==> src/rtl/acc_pkg.sv <==
// Shared types and sizing helpers for the accumulation-chain receive controller.
package acc_pkg;

   typedef enum logic [1:0] {
      IDLE = 2'd0,
      RECV = 2'd1,
      DONE = 2'd2
   } rx_state_t;

   localparam int DEFAULT_DEPTH = 16;

   function automatic int addr_w(input int depth);
      return (depth > 1) ? $clog2(depth) : 1;
   endfunction

endpackage

==> src/rtl/acc_receive_ctrl_idx_counter.sv <==
// Beat index counter: clears on burst start/abort, counts accepted beats,
// and flags the terminal beat (idx == len_q).
module idx_counter
   import acc_pkg::*;
#(
   parameter int ADDR_W = addr_w(DEFAULT_DEPTH)
) (
   input  logic              clk,
   input  logic              rst,
   input  logic              clr,
   input  logic              en,
   input  logic [ADDR_W-1:0] len_q,
   output logic [ADDR_W-1:0] idx,
   output logic              tc
);

   always_ff @(posedge clk) begin
      if (rst || clr) begin
         idx <= '0;
      end else if (en) begin
         idx <= idx + 1'b1;
      end
   end

   assign tc = (idx == len_q);

endmodule

==> src/rtl/acc_receive_ctrl.sv <==
// Receive-side controller for a PE in the accumulation chain: takes a burst of
// beats over valid/ready and turns them into local-buffer write strobes/addresses.
module acc_receive_ctrl
   import acc_pkg::*;
#(
   parameter int DEPTH  = DEFAULT_DEPTH,
   parameter int ADDR_W = addr_w(DEPTH)
) (
   input  logic              clk,
   input  logic              rst,
   input  logic              start,
   input  logic [ADDR_W-1:0] burst_len,
   input  logic              buf_empty,
   input  logic              abort,
   input  logic              acc_valid_in,
   input  logic              wr_ready,
   output logic              acc_ready_out,
   output logic              receive_write,
   output logic [ADDR_W-1:0] receive_addr,
   output logic              busy,
   output logic              rx_done
);

   rx_state_t         state;
   rx_state_t         state_n;
   logic              pending;
   logic [ADDR_W-1:0] len_q;
   logic [ADDR_W-1:0] idx;
   logic              tc;
   logic              idx_clr;
   logic              idx_en;
   logic              go;
   logic              beat;

   assign go   = (pending | start) & buf_empty;
   assign beat = acc_valid_in & wr_ready;

   idx_counter #(
      .ADDR_W (ADDR_W)
   ) u_idx (
      .clk   (clk),
      .rst   (rst),
      .clr   (idx_clr),
      .en    (idx_en),
      .len_q (len_q),
      .idx   (idx),
      .tc    (tc)
   );

   always_ff @(posedge clk) begin
      if (rst) begin
         state <= IDLE;
      end else begin
         state <= state_n;
      end
   end

   // Ready/strobe stay combinational so a stalled beat is never lost or duplicated.
   always_comb begin
      state_n       = state;
      acc_ready_out = 1'b0;
      receive_write = 1'b0;
      rx_done       = 1'b0;
      idx_clr       = 1'b0;
      idx_en        = 1'b0;
      case (state)
         IDLE: begin
            if (go) begin
               state_n = RECV;
               idx_clr = 1'b1;
            end
         end
         RECV: begin
            acc_ready_out = wr_ready;
            receive_write = beat;
            if (beat) begin
               if (tc) begin
                  state_n = DONE;
               end else begin
                  idx_en = 1'b1;
               end
            end
         end
         DONE: begin
            rx_done = 1'b1;
            state_n = IDLE;
         end
         default: state_n = IDLE;
      endcase
      if (abort) begin
         state_n = IDLE;
         idx_clr = 1'b1;
         idx_en  = 1'b0;
         rx_done = 1'b0;
      end
   end

   // A start seen while waiting on buf_empty is remembered; repeats are ignored.
   always_ff @(posedge clk) begin
      if (rst || abort) begin
         pending <= 1'b0;
      end else if (state == IDLE) begin
         pending <= go ? 1'b0 : (pending | start);
      end
   end

   always_ff @(posedge clk) begin
      if (rst) begin
         len_q <= '0;
      end else if ((state == IDLE) && go && !abort) begin
         len_q <= burst_len;
      end
   end

   assign receive_addr = idx;
   assign busy         = pending | (state != IDLE);

endmodule

==> config.mk <==
export PLATFORM = sky130hd
export DESIGN_NAME = acc_receive_ctrl
export DESIGN_NICKNAME = d
export VERILOG_FILES = /design/src/rtl/acc_pkg.sv /design/src/rtl/acc_receive_ctrl_idx_counter.sv /design/src/rtl/acc_receive_ctrl.sv
export SDC_FILE = /design/constraint.sdc
export NUM_CORES = 1
export LEC_CHECK = 0
export ABC_AREA = 1
export ABC_CLOCK_PERIOD_IN_PS = 2700
export CAP_MARGIN = 20
export CORE_MARGIN = 1.5
export CORE_UTILIZATION = 47
export DETAILED_ROUTE_END_ITERATION = 12
export GPL_TIMING_DRIVEN = 0
export HOLD_SLACK_MARGIN = 0.15
export PLACE_DENSITY = 0.8
export SYNTH_ARGS = -nofsm -noshare
export SYNTH_HDL_FRONTEND = slang
export SYNTH_HIERARCHICAL = 1
export SYNTH_SLANG_ARGS = --single-unit
==> constraint.sdc <==
create_clock -name clk -period 2.7 [get_ports clk]
set_input_delay 0.405 -clock clk [delete_from_list [all_inputs] [get_ports clk]]
set_output_delay 0.405 -clock clk [all_outputs]
set_load 0.05 [all_outputs]
==> impl_metrics.csv, run 1 <==
group,metric,value,unit
layout,fin_util,0.7262,
worst_setup_path,arrival,1.94,ns
global_route,grt_max_degree,9,
timing,drv_slew,0,
synthesis,synth_common_cells,"nand2_1, inv_1, nor2_1, dfxtp_1, nand4_1",
pwr,power_density,411.2,nW/µm²
worst_setup_path,critical-path-top-delay-family,"buffers and inverters",
synthesis,yosysSeqAreaShare,0.3577,
floorplan,ios,19,
timing,setup-tns-final,0,ns
drt,firstDrtPassIters,4,
clocking,htreeDepth,1,
synthesis,syn-num-nets,105,
drt,drc,0,
synthesis,synthFlopType,"dfxtp_1",
worst_setup_path,crit_slowest_cell,"clkdlybuf4s50_1",
synthesis,synth_area,615.6,µm²
drt,routedWlPerCell,9.155,µm
min_path,worstHoldPathType,"flop to flop",
synthesis,synthTopCellsByArea,"dfxtp_1, nand2_1, inv_1",
worst_setup_path,critPathBufInv,2,
drt,detail-route-antenna-nets,0,
drt,drt-total-wl,1.181,mm
timing,hold_viol,0,
layout,fin_area,839.6,µm²
flow_run,cap_violations,0,
layout,multi_input_area,327.8,µm²
worst_setup_path,path_class,"primary input to output port",
timing,worstMarginPinSlew,0.8400,ns
outcome,status,"finished, final reports clean",
clocking,postCtsSetupRepairBufs,0,
placement,place_ws,0.3646,ns
global_route,grt_pass1_vias,499,
layout,register_area,220.2,µm²
placement,portBuffers,18,
clocking,cts_root_buf,"clkbuf_4",
synthesis,synth-seq-cells,11,
clocking,cts-resized-gates,0,
layout,drive_gt1_frac,0.09565,
floorplan,rows,12,
clocking,clock-sinks,11,
global_route,overflow,0,
synthesis,avgSynthCellArea,6.619,µm²
layout,layout.nets,128,
synthesis,synth_largest_area_cell,"dfxtp_1",
drt,num_vias,612,
pwr,vdd_ir_drop_max,0.0003100,V
floorplan,start_util,0.5325,
layout,num_antenna_cells,0,
floorplan,core_region_area,1156,µm²
worst_setup_path,critPathMaxStageDelay,0.83,ns
timing,rsz0062_at_grt,"false",
floorplan,dieWidth,39.19,µm
timing,finalCriticalPeriod,2.348,ns
drt,viasPerCell,4.744,
synthesis,yosysUniqueCellTypes,19,
placement,placed_cell_area,813.3,µm²
timing,period_share,0.8696,
synthesis,yosysMostFrequentCell,"nand2_1",
clocking,path_clk_slew,0.07,ns
global_route,antenna_found_initial,0,
placement,hpwl,928.4,µm
timing,relSlewSlack,0.4348,
synthesis,yosysWarnings,6,
pwr,power.leakage,0.3948,nW
timing,setup_viol,0,
layout,fillCellCount,97,
synthesis,yosysTopAreaCellShare,0.3577,
synthesis,synth_edf_count,0,
clocking,clkLatencyLatePin,0.27,ns
placement,place_congestion,0.6982,
worst_setup_path,crit_path_max_fanout,4,
floorplan,die_h,39.19,µm
floorplan,die_area,1536,µm²
worst_setup_path,path_cells,"clkdlybuf4s50_1, nor3_1, clkdlybuf4s50_1",
worst_setup_path,cp-end-kind,"output port",
clocking,ctsHoldBuffers,0,
timing,setup_slack,0.3521,ns
synthesis,postSynthCellCount,93,
global_route,grt_pass1_wl,1.973,mm
global_route,gr-usage-all-layers,0.1959,
worst_setup_path,critPathLaunchType,"primary input",
timing,holdWs,0.5255,ns
layout,syn_to_final_growth,36.38,%
worst_setup_path,cp.required,2.30,ns
drt,drt_iter0_markers,13,
synthesis,async_flop_share,0,
clocking,cts-buffers-inserted,3,
timing,clock.fmax,425.9,MHz
clocking,cts_tree,"yes",
worst_setup_path,cpMostUsedCell,"clkdlybuf4s50_1",
timing,fin_skew,0.003705,ns
clocking,clock_path_buffers,2,
-- worst paths after layout --
kind	startpoint	to	slack, ns	depth (start not counted)
worst max-delay path	abort	rx_done	0.35	3
worst min-delay path	pending	pending	0.53	2
worst max register to register	u_idx/idx[0]	u_idx/idx[3]	0.74	11
worst min register to register	pending	pending	0.53	2
-- cell type report --
| class | count | area share |
|---|---|---|
| Timing Repair Buffer | 18 | 0.2146 |
| Clock buffer | 4 | 0.03130 |
| Multi-Input combinational cell | 64 | 0.3905 |
| Inverter | 18 | 0.08048 |
| Tap cell | 14 | 0.02086 |
| Sequential cell | 11 | 0.2623 |
-- layer usage --
layer / up-vias / share of wire / track usage
met5: - / 0 / 0
met4: 0 / 0.0068 / 0.05172
met2: 14 / 0.48 / 0.3292
met3: 2 / 0.058 / 0.08671
met1: 265 / 0.46 / 0.2222
li1: 331 / - / -
-- power by group --
| group | switching, mW | leakage (nW) | internal, mW |
|---|---|---|---|
| Sequential | 0.00403 | 0.0893 | 0.167 |
| Combinational | 0.0329 | 0.290 | 0.0283 |
| Clock | 0.0556 | 0.0150 | 0.0572 |
-- worst min-delay path: stages (launching register included) --
cell     delay [ns]
dfxtp_1        0.35
a21oi_1        0.05
nor2_1         0.09
-- cells in the final DEF, fill, tap and decap left out --
master	count
a21oi_1	3
clkbuf_1	1
clkbuf_4	3
clkdlybuf4s50_1	18
dfxtp_1	11
ha_1	1
inv_1	16
inv_2	2
nand2_1	26
nand2_2	1
nand3_1	2
nand3_4	1
nand4_1	4
nor2_1	12
nor2_2	2
nor2_4	2
nor3_1	2
nor4_1	1
o21ai_0	1
o21ai_1	2
or2_1	1
xnor2_1	3
-- flip-flops by register name, indices dropped and copies added, names as in the netlist --
name       count
len_q          4
pending        1
state          2
u_idx/idx      4
-- metrics by stage --
stage               power [mW]  cells
floorplan               0.2112     93
global placement        0.2347    125
detailed placement      0.2363    125
CTS                     0.3539    129
global route            0.3659    129
finish                  0.3452    129
-- kinds of logic after synthesis --
kind of cell,Yosys count,synth area share
simple gates,54,0.4207
buf+inv,18,0.1098
flops,11,0.3577
compound gates,6,0.04877
xor+xnor,3,0.04269
fa+ha+maj,1,0.02032
(Power assumes the default switching activity.)
==> run 2, diff against run 1 <==
- ABC_CLOCK_PERIOD_IN_PS: 2700 -> 1900
- CORE_UTILIZATION: 47 -> 39
- PLACE_DENSITY: 0.8 -> 0.72
- SLEW_MARGIN: unset -> 20
- SYNTH_HIERARCHICAL: 1 -> unset
- clock period: 2.7 -> 1.9 ns (I/O delays scaled with it)
==> run 2 against run 1 <==
Against the previous run: hold slack worse by 0.060 ns; register-to-register slack lost 0.03 ns; sequential power is 41% higher; critical path type is now flop to output port; critical endpoint is now receive_addr[0].
==> impl_metrics.csv, run 2 <==
group,metric,value,unit
outcome,status,"finished, final reports clean",
synthesis,synthTopCellsByArea,"dfxtp_1, nand2_1, inv_1",
worst_setup_path,crit_path_max_fanout,6,
clocking,ctsHoldBuffers,0,
timing,period_share,0.9605,
floorplan,ios,19,
worst_setup_path,cp.required,1.62,ns
timing,holdWs,0.4656,ns
worst_setup_path,critPathMaxStageDelay,0.84,ns
synthesis,postSynthCellCount,85,
worst_setup_path,path_class,"flop to output port",
pwr,fin_total_pwr,0.4836,mW
synthesis,yosysUniqueCellTypes,18,
drt,viasPerCell,4.828,
timing,clock.fmax,548.0,MHz
layout,layout_common_cells,"nand2_1, inv_1, clkdlybuf4s50_1, dfxtp_1, a21oi_1",
pwr,power.leakage,0.3638,nW
global_route,gr-usage-all-layers,0.1593,
timing,worstMarginPinSlew,0.4980,ns
layout,layout.nets,120,
worst_setup_path,critical-path-top-delay-family,"buffers and inverters",
placement,place_ws,-0.2167,ns
flow_run,cap_violations,0,
layout,drive_gt1_frac,0.1215,
pwr,p_comb_frac,0.173,
pwr,power_density,588.3,nW/µm²
timing,setup_slack,0.07507,ns
drt,drc,0,
timing,hold_viol,0,
timing,setup_viol,0,
synthesis,synth_area,598.1,µm²
timing,drv_slew,0,
clocking,clock-sinks,11,
synthesis,synth-seq-cells,11,
drt,drt_iter0_markers,6,
min_path,worstHoldPathType,"flop to flop",
drt,drt-total-wl,1.122,mm
layout,fillCellCount,137,
placement,hpwl,891.3,µm
synthesis,yosysWarnings,0,
pwr,vdd_ir_drop_max,0.0003976,V
synthesis,synth_common_cells,"nand2_1, inv_1, dfxtp_1, a21oi_1, nand3_1",
synthesis,yosysTopAreaCellShare,0.3682,
layout,final_common_cell,"nand2_1",
synthesis,syn-num-nets,97,
synthesis,synth_largest_area_cell,"dfxtp_1",
worst_setup_path,path_cells,"clkdlybuf4s50_1",
placement,place_congestion,0.7817,
synthesis,synth_edf_count,0,
floorplan,core_region_area,1366,µm²
floorplan,rows,13,
drt,routedWlPerCell,9.197,µm
timing,finalCriticalPeriod,1.825,ns
synthesis,yosysMostFrequentCell,"nand2_1",
drt,detail-route-antenna-nets,0,
worst_setup_path,crit_slowest_cell,"clkdlybuf4s50_1",
clocking,cts_root_buf,"clkbuf_4",
clocking,path_clk_slew,0.07,ns
layout,final_cell_count_no_fill,122,
synthesis,avgSynthCellArea,7.036,µm²
synthesis,yosysSeqAreaShare,0.3682,
global_route,grt_pass1_vias,516,
synthesis,synthFlopType,"dfxtp_1",
clocking,clock_path_buffers,2,
floorplan,die_h,42.16,µm
timing,setup-tns-final,0,ns
layout,reg_top3,"len_q (4), u_idx.idx (4), state (2)",
placement,portBuffers,18,
floorplan,start_util,0.4377,
worst_setup_path,arrival,1.54,ns
timing,fin_skew,0.003432,ns
placement,placed_cells,118,
pwr,switching_power,0.1286,mW
synthesis,async_flop_share,0,
global_route,grt_max_degree,9,
global_route,grt_pass1_wl,2.097,mm
pwr,internal_power,0.3549,mW
clocking,cts_tree,"yes",
drt,firstDrtPassIters,3,
pwr,pwr-share-seq,0.499,
floorplan,die_area,1777,µm²
layout,syn_to_final_growth,37.45,%
pwr,swShare,0.2660,
floorplan,dieWidth,42.16,µm
worst_setup_path,critPathLaunchType,"flop",
drt,num_vias,589,
clocking,htreeDepth,1,
timing,relSlewSlack,0.6675,
worst_setup_path,cp-end-kind,"output port",
worst_setup_path,critPathBufInv,1,
layout,num_antenna_cells,0,
pwr,power_frac_clock,0.328,
global_route,overflow,0,
clocking,cts-buffers-inserted,3,
global_route,antenna_found_initial,0,
timing,rsz0062_at_grt,"false",
clocking,clkLatencyLatePin,0.27,ns
clocking,postCtsSetupRepairBufs,0,
[run 2: what timing repair did]
item | 4_1_cts | 5_1_grt
gates resized for setup | 4 | 2
pin swaps | 0 | 0
endpoints found under the setup margin | 4 | 2
hold endpoints to repair | 0 | 0
[run 2: cells by family after synthesis]
group / count (synthesis) / synth area share
AO/OA/AOI/OAI: 14 / 0.1360
XOR/XNOR: 2 / 0.02929
adder cells (fa/ha/maj): 1 / 0.02092
buffers and inverters: 15 / 0.09414
flip-flops: 11 / 0.3682
AND/OR/NAND/NOR: 42 / 0.3515
[run 2: per-layer routing]
| metal | vias up | GRT usage | share of wire |
|---|---|---|---|
| met5 | - | 0 | 0 |
| met4 | 0 | 0.09375 | 0.017 |
| met3 | 2 | 0.07759 | 0.055 |
| met2 | 17 | 0.2215 | 0.45 |
| met1 | 253 | 0.1958 | 0.48 |
| li1 | 317 | - | - |
[run 2: power groups by stage]
| stage | clock network, mW | logic (mW) | registers (mW) |
|---|---|---|---|
| after floorplan | 0 | 0.0509 | 0.246 |
| after global placement | 0 | 0.0845 | 0.246 |
| after detailed placement | 0 | 0.0853 | 0.247 |
| after CTS | 0.170 | 0.0837 | 0.241 |
| after global routing | 0.185 | 0.0925 | 0.242 |
| final | 0.159 | 0.0835 | 0.241 |
[run 2: worst paths after layout]
| check | startpoint | to | slack [ns] | cells after the start |
|---|---|---|---|---|
| max | u_idx.idx[0] | receive_addr[0] | 0.08 | 1 |
| min | len_q[1] | len_q[1] | 0.47 | 2 |
| max reg2reg | u_idx.idx[0] | u_idx.idx[0] | 0.71 | 8 |
| min reg2reg | len_q[1] | len_q[1] | 0.47 | 2 |
[run 2: cell type report]
| cell class | instances | area (µm²) | share of cell area |
|---|---|---|---|
| flip-flops and latches | 11 | 220.2 | 0.2679 |
| repair buffers | 18 | 178.9 | 0.2177 |
| multi-input cells | 59 | 321.6 | 0.3912 |
| inverters | 15 | 56.30 | 0.06849 |
| well taps | 15 | 18.77 | 0.02283 |
| clock buffers | 4 | 26.28 | 0.03196 |
[run 2: worst min-delay path, delay by kind of cell (launching register included)]
kind	cells	cell delay [ns]
flip-flops	1	0.31
buffers and inverters	1	0.06
AO/OA/AOI/OAI	1	0.05
[run 2: metrics by stage]
step | utilization | cell area, µm²
3_3_place_gp | 0.5833 | 797.0
2_1_floorplan | - | 598.1
5_1_grt | 0.6016 | 822.0
6_report | 0.6016 | 822.0
4_1_cts | 0.5989 | 818.3
3_5_place_dp | 0.5833 | 797.0
